### src/rtl/nibble_serial_adder_pkg.sv
// rtl/nibble_serial_adder_pkg.sv - shared constants for the nibble-serial adder
package nibble_serial_adder_pkg;

  localparam int NIBBLE_W = 4;

  localparam logic [1:0] IDLE = 2'b00;
  localparam logic [1:0] ADD  = 2'b01;
  localparam logic [1:0] DONE = 2'b10;

endpackage

### src/rtl/ripple_carry_adder.sv
// rtl/ripple_carry_adder.sv - 4-bit ripple-carry adder built from full-adder cells
module ripple_carry_adder (
  input  logic [3:0] A,
  input  logic [3:0] B,
  input  logic       Cin,
  output logic [3:0] Sum,
  output logic       Cout
);

  logic [4:0] c;

  assign c[0] = Cin;

  for (genvar i = 0; i < 4; i++) begin : g_fa
    assign Sum[i]   = A[i] ^ B[i] ^ c[i];
    assign c[i + 1] = (A[i] & B[i]) | (c[i] & (A[i] ^ B[i]));
  end

  assign Cout = c[4];

endmodule

### src/rtl/nibble_serial_adder.sv
// rtl/nibble_serial_adder.sv - WIDTH-bit adder that reuses one 4-bit adder, one nibble per cycle
module nibble_serial_adder
  import nibble_serial_adder_pkg::*;
#(
  parameter int WIDTH = 16
) (
  input  logic             clk,
  input  logic             rst_n,
  input  logic             in_valid,
  output logic             in_ready,
  input  logic [WIDTH-1:0] A,
  input  logic [WIDTH-1:0] B,
  input  logic             Cin,
  output logic             out_valid,
  input  logic             out_ready,
  output logic [WIDTH-1:0] Sum,
  output logic             Cout
);

  localparam int NIBBLES = WIDTH / NIBBLE_W;
  localparam int CW      = (NIBBLES > 1) ? $clog2(NIBBLES) : 1;

  logic [1:0]       state;
  logic             carry;
  logic [CW-1:0]    cnt;
  logic [WIDTH-1:0] a_sh;
  logic [WIDTH-1:0] b_sh;
  logic [WIDTH-1:0] sum_r;
  logic             cout_r;
  logic [3:0]       nib_sum;
  logic             nib_cout;
  logic [WIDTH-1:0] sum_shift;
  logic             last;

  ripple_carry_adder u_rca (
    .A    (a_sh[NIBBLE_W-1:0]),
    .B    (b_sh[NIBBLE_W-1:0]),
    .Cin  (carry),
    .Sum  (nib_sum),
    .Cout (nib_cout)
  );

  // Result fills from the top so after NIBBLES shifts the first nibble sits at bit 0.
  if (WIDTH == NIBBLE_W) begin : g_one_nibble
    assign sum_shift = nib_sum;
  end else begin : g_multi_nibble
    assign sum_shift = {nib_sum, sum_r[WIDTH-1:NIBBLE_W]};
  end

  assign last      = (cnt == CW'(NIBBLES - 1));
  assign in_ready  = (state == IDLE);
  assign out_valid = (state == DONE);
  assign Sum       = sum_r;
  assign Cout      = cout_r;

  always_ff @(posedge clk or negedge rst_n) begin
    if (!rst_n) begin
      state  <= IDLE;
      carry  <= 1'b0;
      cnt    <= '0;
      a_sh   <= '0;
      b_sh   <= '0;
      sum_r  <= '0;
      cout_r <= 1'b0;
    end else begin
      case (state)
        IDLE: begin
          if (in_valid) begin
            a_sh  <= A;
            b_sh  <= B;
            carry <= Cin;
            cnt   <= '0;
            state <= ADD;
          end
        end
        ADD: begin
          sum_r <= sum_shift;
          carry <= nib_cout;
          a_sh  <= a_sh >> NIBBLE_W;
          b_sh  <= b_sh >> NIBBLE_W;
          cnt   <= cnt + 1'b1;
          if (last) begin
            cout_r <= nib_cout;
            state  <= DONE;
          end
        end
        DONE: begin
          if (out_ready) begin
            state <= IDLE;
          end
        end
        default: state <= IDLE;
      endcase
    end
  end

endmodule

### config.mk
export PLATFORM = sky130hd
export DESIGN_NAME = nibble_serial_adder
export DESIGN_NICKNAME = d
export VERILOG_FILES = /design/src/rtl/nibble_serial_adder_pkg.sv /design/src/rtl/ripple_carry_adder.sv /design/src/rtl/nibble_serial_adder.sv
export SDC_FILE = /design/constraint.sdc
export NUM_CORES = 1
export LEC_CHECK = 0
export CORE_ASPECT_RATIO = 0.8
export CORE_MARGIN = 3
export CORE_UTILIZATION = 54
export CTS_CLUSTER_SIZE = 24
export DETAILED_ROUTE_END_ITERATION = 7
export HOLD_SLACK_MARGIN = 0.02
export PLACE_DENSITY = 0.85
export SYNTH_ARGS = -nofsm -noshare
export SYNTH_HDL_FRONTEND = slang
export SYNTH_SLANG_ARGS = --single-unit
### constraint.sdc
create_clock -name clk -period 5.95 [get_ports clk]
set_input_delay 0.595 -clock clk [delete_from_list [all_inputs] [get_ports clk]]
set_output_delay 0.595 -clock clk [all_outputs]
set_load 0.02 [all_outputs]
Word-level counts from Yosys, hierarchy flattened
Cells that the tools add are included.
{"block": "word_totals", "ff_bits": 54, "inputBits": 37, "out_inout_bits": 19, "word_cells": 51}
{"block": "classes", "addsub": 1, "eq_ne": 6, "mux": 12, "bitwise_logic": 20, "n_reduce_logical": 5}
{"op": "$pmux W16 S2", "n": 2}
{"op": "$mux W16", "n": 2}
{"op": "$and A1 B1 Y1", "n": 8}
{"op": "$mux W2", "n": 4}
{"op": "$xor A1 B1 Y1", "n": 8}
{"op": "$pmux W2 S3", "n": 1}
{"op": "$eq A2 B2 Y1 const B", "n": 2}
{"op": "$ne A2 B2 Y1 const B", "n": 2}
{"op": "$or A1 B1 Y1", "n": 4}
{"op": "$pmux W2 S2", "n": 1}
{"op": "$reduce_and A2 Y1", "n": 2}
{"op": "$reduce_and A3 Y1", "n": 1}
{"op": "$add A2 B1 Y2 const B", "n": 1}
{"op": "$eq A2 B1 Y1 const B", "n": 1}
{"op": "$logic_not A2 Y1", "n": 1}
{"op": "$ne A2 B1 Y1 const B", "n": 1}
{"op": "$pmux W1 S2", "n": 1}
{"op": "$reduce_bool A2 Y1", "n": 1}
{"op": "$mux W1", "n": 1}

Depth between registers and ports, before layout
{"block": "depth", "ltp_word": 10, "mapped_depth": 10, "mapped_depth_nobuf": 10}

By module
From an unflattened synthesis, not the netlist that was laid out.
{"block": "hier_totals", "cells_unflattened": 240, "area_unflattened_um2": 2393.5}
{"module": "nibble_serial_adder", "n_inst": 1, "cells_each": 226, "area_each_um2": 2275.9}
{"module": "ripple_carry_adder", "n_inst": 1, "cells_each": 14, "area_each_um2": 117.6}

Least setup slack after synthesis
No wires, ideal clock.
{"block": "synth_path", "kind": "reg2reg", "start": "reg carry", "end": "reg sum_r[15] (netlist: Sum[15])", "setup_ns": 0.083, "t_arrival_ns": 1.988, "t_required_ns": 5.867, "setup_slack_ns": 3.879, "path_stages_with_launch": 9, "n_path_buf": 0, "synth_period_minus_slack_ns": 2.071, "cell_sequence": "dfrtp_1 > fa_1 > inv_1 > fa_1 > inv_1 > fa_1 > inv_1 > fa_1 > o21ai_0"}
{"block": "synth_via", "elab_chain_cells": 7}
{"item": "start: declaration", "line_no": "nibble_serial_adder.sv:24", "source": "logic carry;"}
{"item": "start signal: assignment", "line_no": "nibble_serial_adder.sv:71", "source": "carry <= Cin;"}
{"item": "start signal: assignment", "line_no": "nibble_serial_adder.sv:78", "source": "carry <= nib_cout;"}
{"item": "$and A1 B1 Y1", "line_no": "ripple_carry_adder.sv:16", "source": "assign c[i + 1] = (A[i] & B[i]) | (c[i] & (A[i] ^ B[i]));"}
{"item": "$or A1 B1 Y1", "line_no": "ripple_carry_adder.sv:16"}
{"item": "$and A1 B1 Y1", "line_no": "ripple_carry_adder.sv:16"}
{"item": "$or A1 B1 Y1", "line_no": "ripple_carry_adder.sv:16"}
{"item": "$and A1 B1 Y1", "line_no": "ripple_carry_adder.sv:16"}
{"item": "$or A1 B1 Y1", "line_no": "ripple_carry_adder.sv:16"}
{"item": "$xor A1 B1 Y1", "line_no": "ripple_carry_adder.sv:15", "source": "assign Sum[i] = A[i] ^ B[i] ^ c[i];"}
{"item": "end signal: assignment", "line_no": "nibble_serial_adder.sv:77", "source": "sum_r <= sum_shift;"}
{"item": "end: declaration", "line_no": "nibble_serial_adder.sv:28", "source": "logic [WIDTH-1:0] sum_r;"}
Every way passes these cells.
A chain may end at the register's enable or synchronous reset.

Worst setup path in the final report
{"block": "layout_path", "start": "reg state[1]", "end": "out out_valid"}
{"block": "layout_via", "elab_chain_cells": 1}
{"item": "start: declaration", "line_no": "nibble_serial_adder.sv:23", "source": "logic [1:0] state;"}
{"item": "start signal: assignment", "line_no": "nibble_serial_adder.sv:58", "source": "state <= IDLE;"}
{"item": "start signal: assignment", "line_no": "nibble_serial_adder.sv:73", "source": "state <= ADD;"}
{"item": "start signal: assignment", "line_no": "nibble_serial_adder.sv:84", "source": "state <= DONE;"}
{"item": "$eq A2 B2 Y1", "line_no": "nibble_serial_adder.sv:52", "source": "assign out_valid = (state == DONE);"}
{"item": "end: declaration", "line_no": "nibble_serial_adder.sv:14", "source": "output logic out_valid,"}
Every way passes these cells.

==> run_results.csv <==
group,metric,value,unit
global_routing,grt_max_degree,55,
sta,slew_headroom,0.294,
clocking,clkTransAtPathRegs,0.09,ns
global_routing,antenna_found_initial,0,
setup_path,critPathTopFamily,"buffers and inverters",
layout,sequential_cell_area,0.00135,sq mm
routing,drt_iter0_markers,171,
setup_path,crit_chain,"inv_1, nor2_1, clkdlybuf4s50_1",
routing,vias_per_cell,5.98,
synth,synth_area_leaders,"dfrtp_1 (54%), o22ai_1 (9.5%), mux2_4 (8.4%)",
layout,nFillCells,320,
synth,syn_inst,215,
global_routing,grtUsageMet3,0.0581,
floorplanning,initial_utilization,0.577,
clocking,clk_latency,0.31,ns
sta,min_period_over_period,0.495,
sta,clock.fmax,0.340,GHz
layout,drive_gt1_frac,0.119,
global_routing,grt_pass1_vias,1758,
clocking,numCtsBuffers,5,
setup_path,path_max_fanout,23,
layout,final_cell_mix,"dfrtp_1 (54), clkdlybuf4s50_1 (54), o22ai_1 (38), o21ai_0 (21), a21oi_1 (18)",
synth,yosysSeqAreaShare,0.540,
synth,synth_nets,257,
synth,synth_top_area_share,0.540,
clocking,h-tree-depth,2,
setup_path,crit_arrival,2.35,ns
setup_path,crit_path_start_kind,"register",
placement,dp.cells,310,
layout,multiInputGateArea,986,sq um
flow_run,maxCapViolCount,0,
clocking,cts.sinks,54,
routing,ant_nets,0,
routing,wire_per_inst,16.5,um
floorplanning,die_x,82.1,um
routing,dr_total_vias,1895,
power,switching_power,0.000672,W
power,power_frac_seq,0.394,
clocking,cts_root_buffer,"clkbuf_8",
sta,setup_viol,0,
setup_path,cp_slowest_cell,"dfrtp_1",
sta,setup_tns,0,ns
synth,synth_warnings,0,
synth,ys_seq_elements,54,
power,ir_drop,0.292,mV
sta,min_period,2.94,ns
power,clkPwrFrac,0.137,
setup_path,cp.required,5.36,ns
setup_path,crit_buf_inv,2,
routing,routed_wl,5.22,mm
run_status,status,"finished, final reports clean",
layout,final_util,0.719,
setup_path,crit_type,"reg -> out",
global_routing,gr-usage-all-layers,0.208,
global_routing,busiest_layer,"met2",
floorplanning,chipHeight,66.9,um
global_routing,grt_use_met2,0.330,
floorplanning,die-area,0.00549,sq mm
placement,gp_congestion,0.786,
floorplanning,core-area,0.00434,sq mm
routing,remaining_drc_errors,0,
sta,finalClockSkew,0.00522,ns
power,combPwrFrac,0.469,
setup_path,slowest_delay,0.70,ns
clocking,cts_buffer_depth,2,
layout,nNetsFinal,302,
power,leakage,1.32,nW
setup_path,worst_setup_path_end_kind,"output port",
synth,synth_area_leader_cell,"dfrtp_1",
global_routing,grt_pass1_wl,8.46,mm
synth,synth_cell_types,24,
power,swShare,0.373,
clocking,hold_buffers,0,
sta,tightestPinTransition,1.06,ns
sta,slew_viol_final,0,
placement,dp.final_hpwl,3.54,mm
sta,hold_viol_final,0,
routing,first_pass_iters,4,
global_routing,gr-total-overflow,0,
global_routing,use_met1,0.275,
clocking,post_cts_resized,0,
layout,diodes,0,
floorplanning,rows,21,
sta,grt_setup_unrepaired,"no",
power,p_int,0.00113,W
synth,syn_area,0.00250,sq mm
layout,stdcell_count,317,
worst_hold_path,hold_class,"in -> async",
synth,syn_avg_cell_area,11.6,sq um
layout,area_delta_synth_final,24.4,%
placement,portBuffers,55,
clocking,cts_setup_buffers,0,
power,power_density,578,mW/mm^2
floorplanning,ios,56,
clocking,cts_tree,"done",
flip-flops by register name, indices dropped and copies added, names as in the netlist:
name	cells
carry	1
a_sh	16
Sum	16
state	2
cnt	2
Cout	1
b_sh	16
final timing paths:
path	start	endpoint	slack, ns	cells after the start
worst max-delay path	state[1]	out_valid	3.01	3
max in group asynchronous	rst_n	b_sh[14]	5.11	2
worst max register to register	carry	Sum[15]	3.69	8
worst min register to register	a_sh[15]	a_sh[15]	0.52	2
worst min-delay path	rst_n	Sum[15]	0.40	2
min in group clk	a_sh[15]	a_sh[15]	0.52	2
worst reg2reg max path: cells and delay by family, from the launching register on:
kind,cells,cell delay [ns]
DFF,1,0.43
AOI/OAI and AO/OA,1,0.18
adders and majority gates,4,1.35
buffers and inverters,3,0.21
metrics by stage:
| step | hold slack (ns) | worst slack (ns) | power [W] | area (sq um) |
|---|---|---|---|---|
| 3_3_place_gp | 0.463 | 3.40 | 0.00152 | 3000 |
| 6_report | 0.402 | 3.01 | 0.00180 | 3120 |
| 3_5_place_dp | 0.495 | 3.34 | 0.00157 | 3000 |
| 2_1_floorplan | 0.299 | 3.88 | 0.00132 | 2500 |
| 5_1_grt | 0.451 | 2.90 | 0.00193 | 3120 |
| 4_1_cts | 0.417 | 3.04 | 0.00181 | 3120 |
layout make-up:
class                      instances  area share
inverter                          11      0.0133
clock inverter                     1     0.00964
timing repair buffer              56       0.178
tap                               57      0.0229
multi-input combinational        132       0.316
sequential                        54       0.434
clock buffer                       6      0.0265
logic make-up after synthesis:
kind of cell / synth area share
simple gates: 0.0615
fa+ha+maj: 0.0370
buf+inv: 0.0665
mux: 0.0840
compound gates: 0.211
flops: 0.540
layer usage:
layer / part of all wire / up-vias
li1: - / 880
met1: 0.45 / 945
met2: 0.48 / 68
met3: 0.058 / 2
met4: 0.0048 / 0
met5: 0 / -
synthesized netlist by cell type (all sizes together):
| library cell | instances |
|---|---|
| nor2 | 5 |
| o31ai | 1 |
| o221a | 4 |
| fa | 4 |
| ha | 1 |
| buf | 15 |
| nand2 | 11 |
| a21oi | 18 |
| o2bb2ai | 1 |
| a2bb2oi | 4 |
| o22ai | 38 |
| nor2b | 1 |
| nand2b | 4 |
| nand3b | 5 |
| inv | 11 |
| clkbuf | 3 |
| o21ai | 21 |
| dfrtp | 54 |
| mux2 | 14 |
power groups by stage:
| stage | clock (W) | sequential, W | combinational, W |
|---|---|---|---|
| after floorplan | 0 | 0.000724 | 0.000596 |
| final | 0.000247 | 0.000710 | 0.000845 |
| after CTS | 0.000253 | 0.000707 | 0.000854 |
| after global placement | 0 | 0.000704 | 0.000817 |
| after global routing | 0.000269 | 0.000731 | 0.000927 |
| after detailed placement | 0 | 0.000714 | 0.000852 |
(Power assumes the default switching activity.)
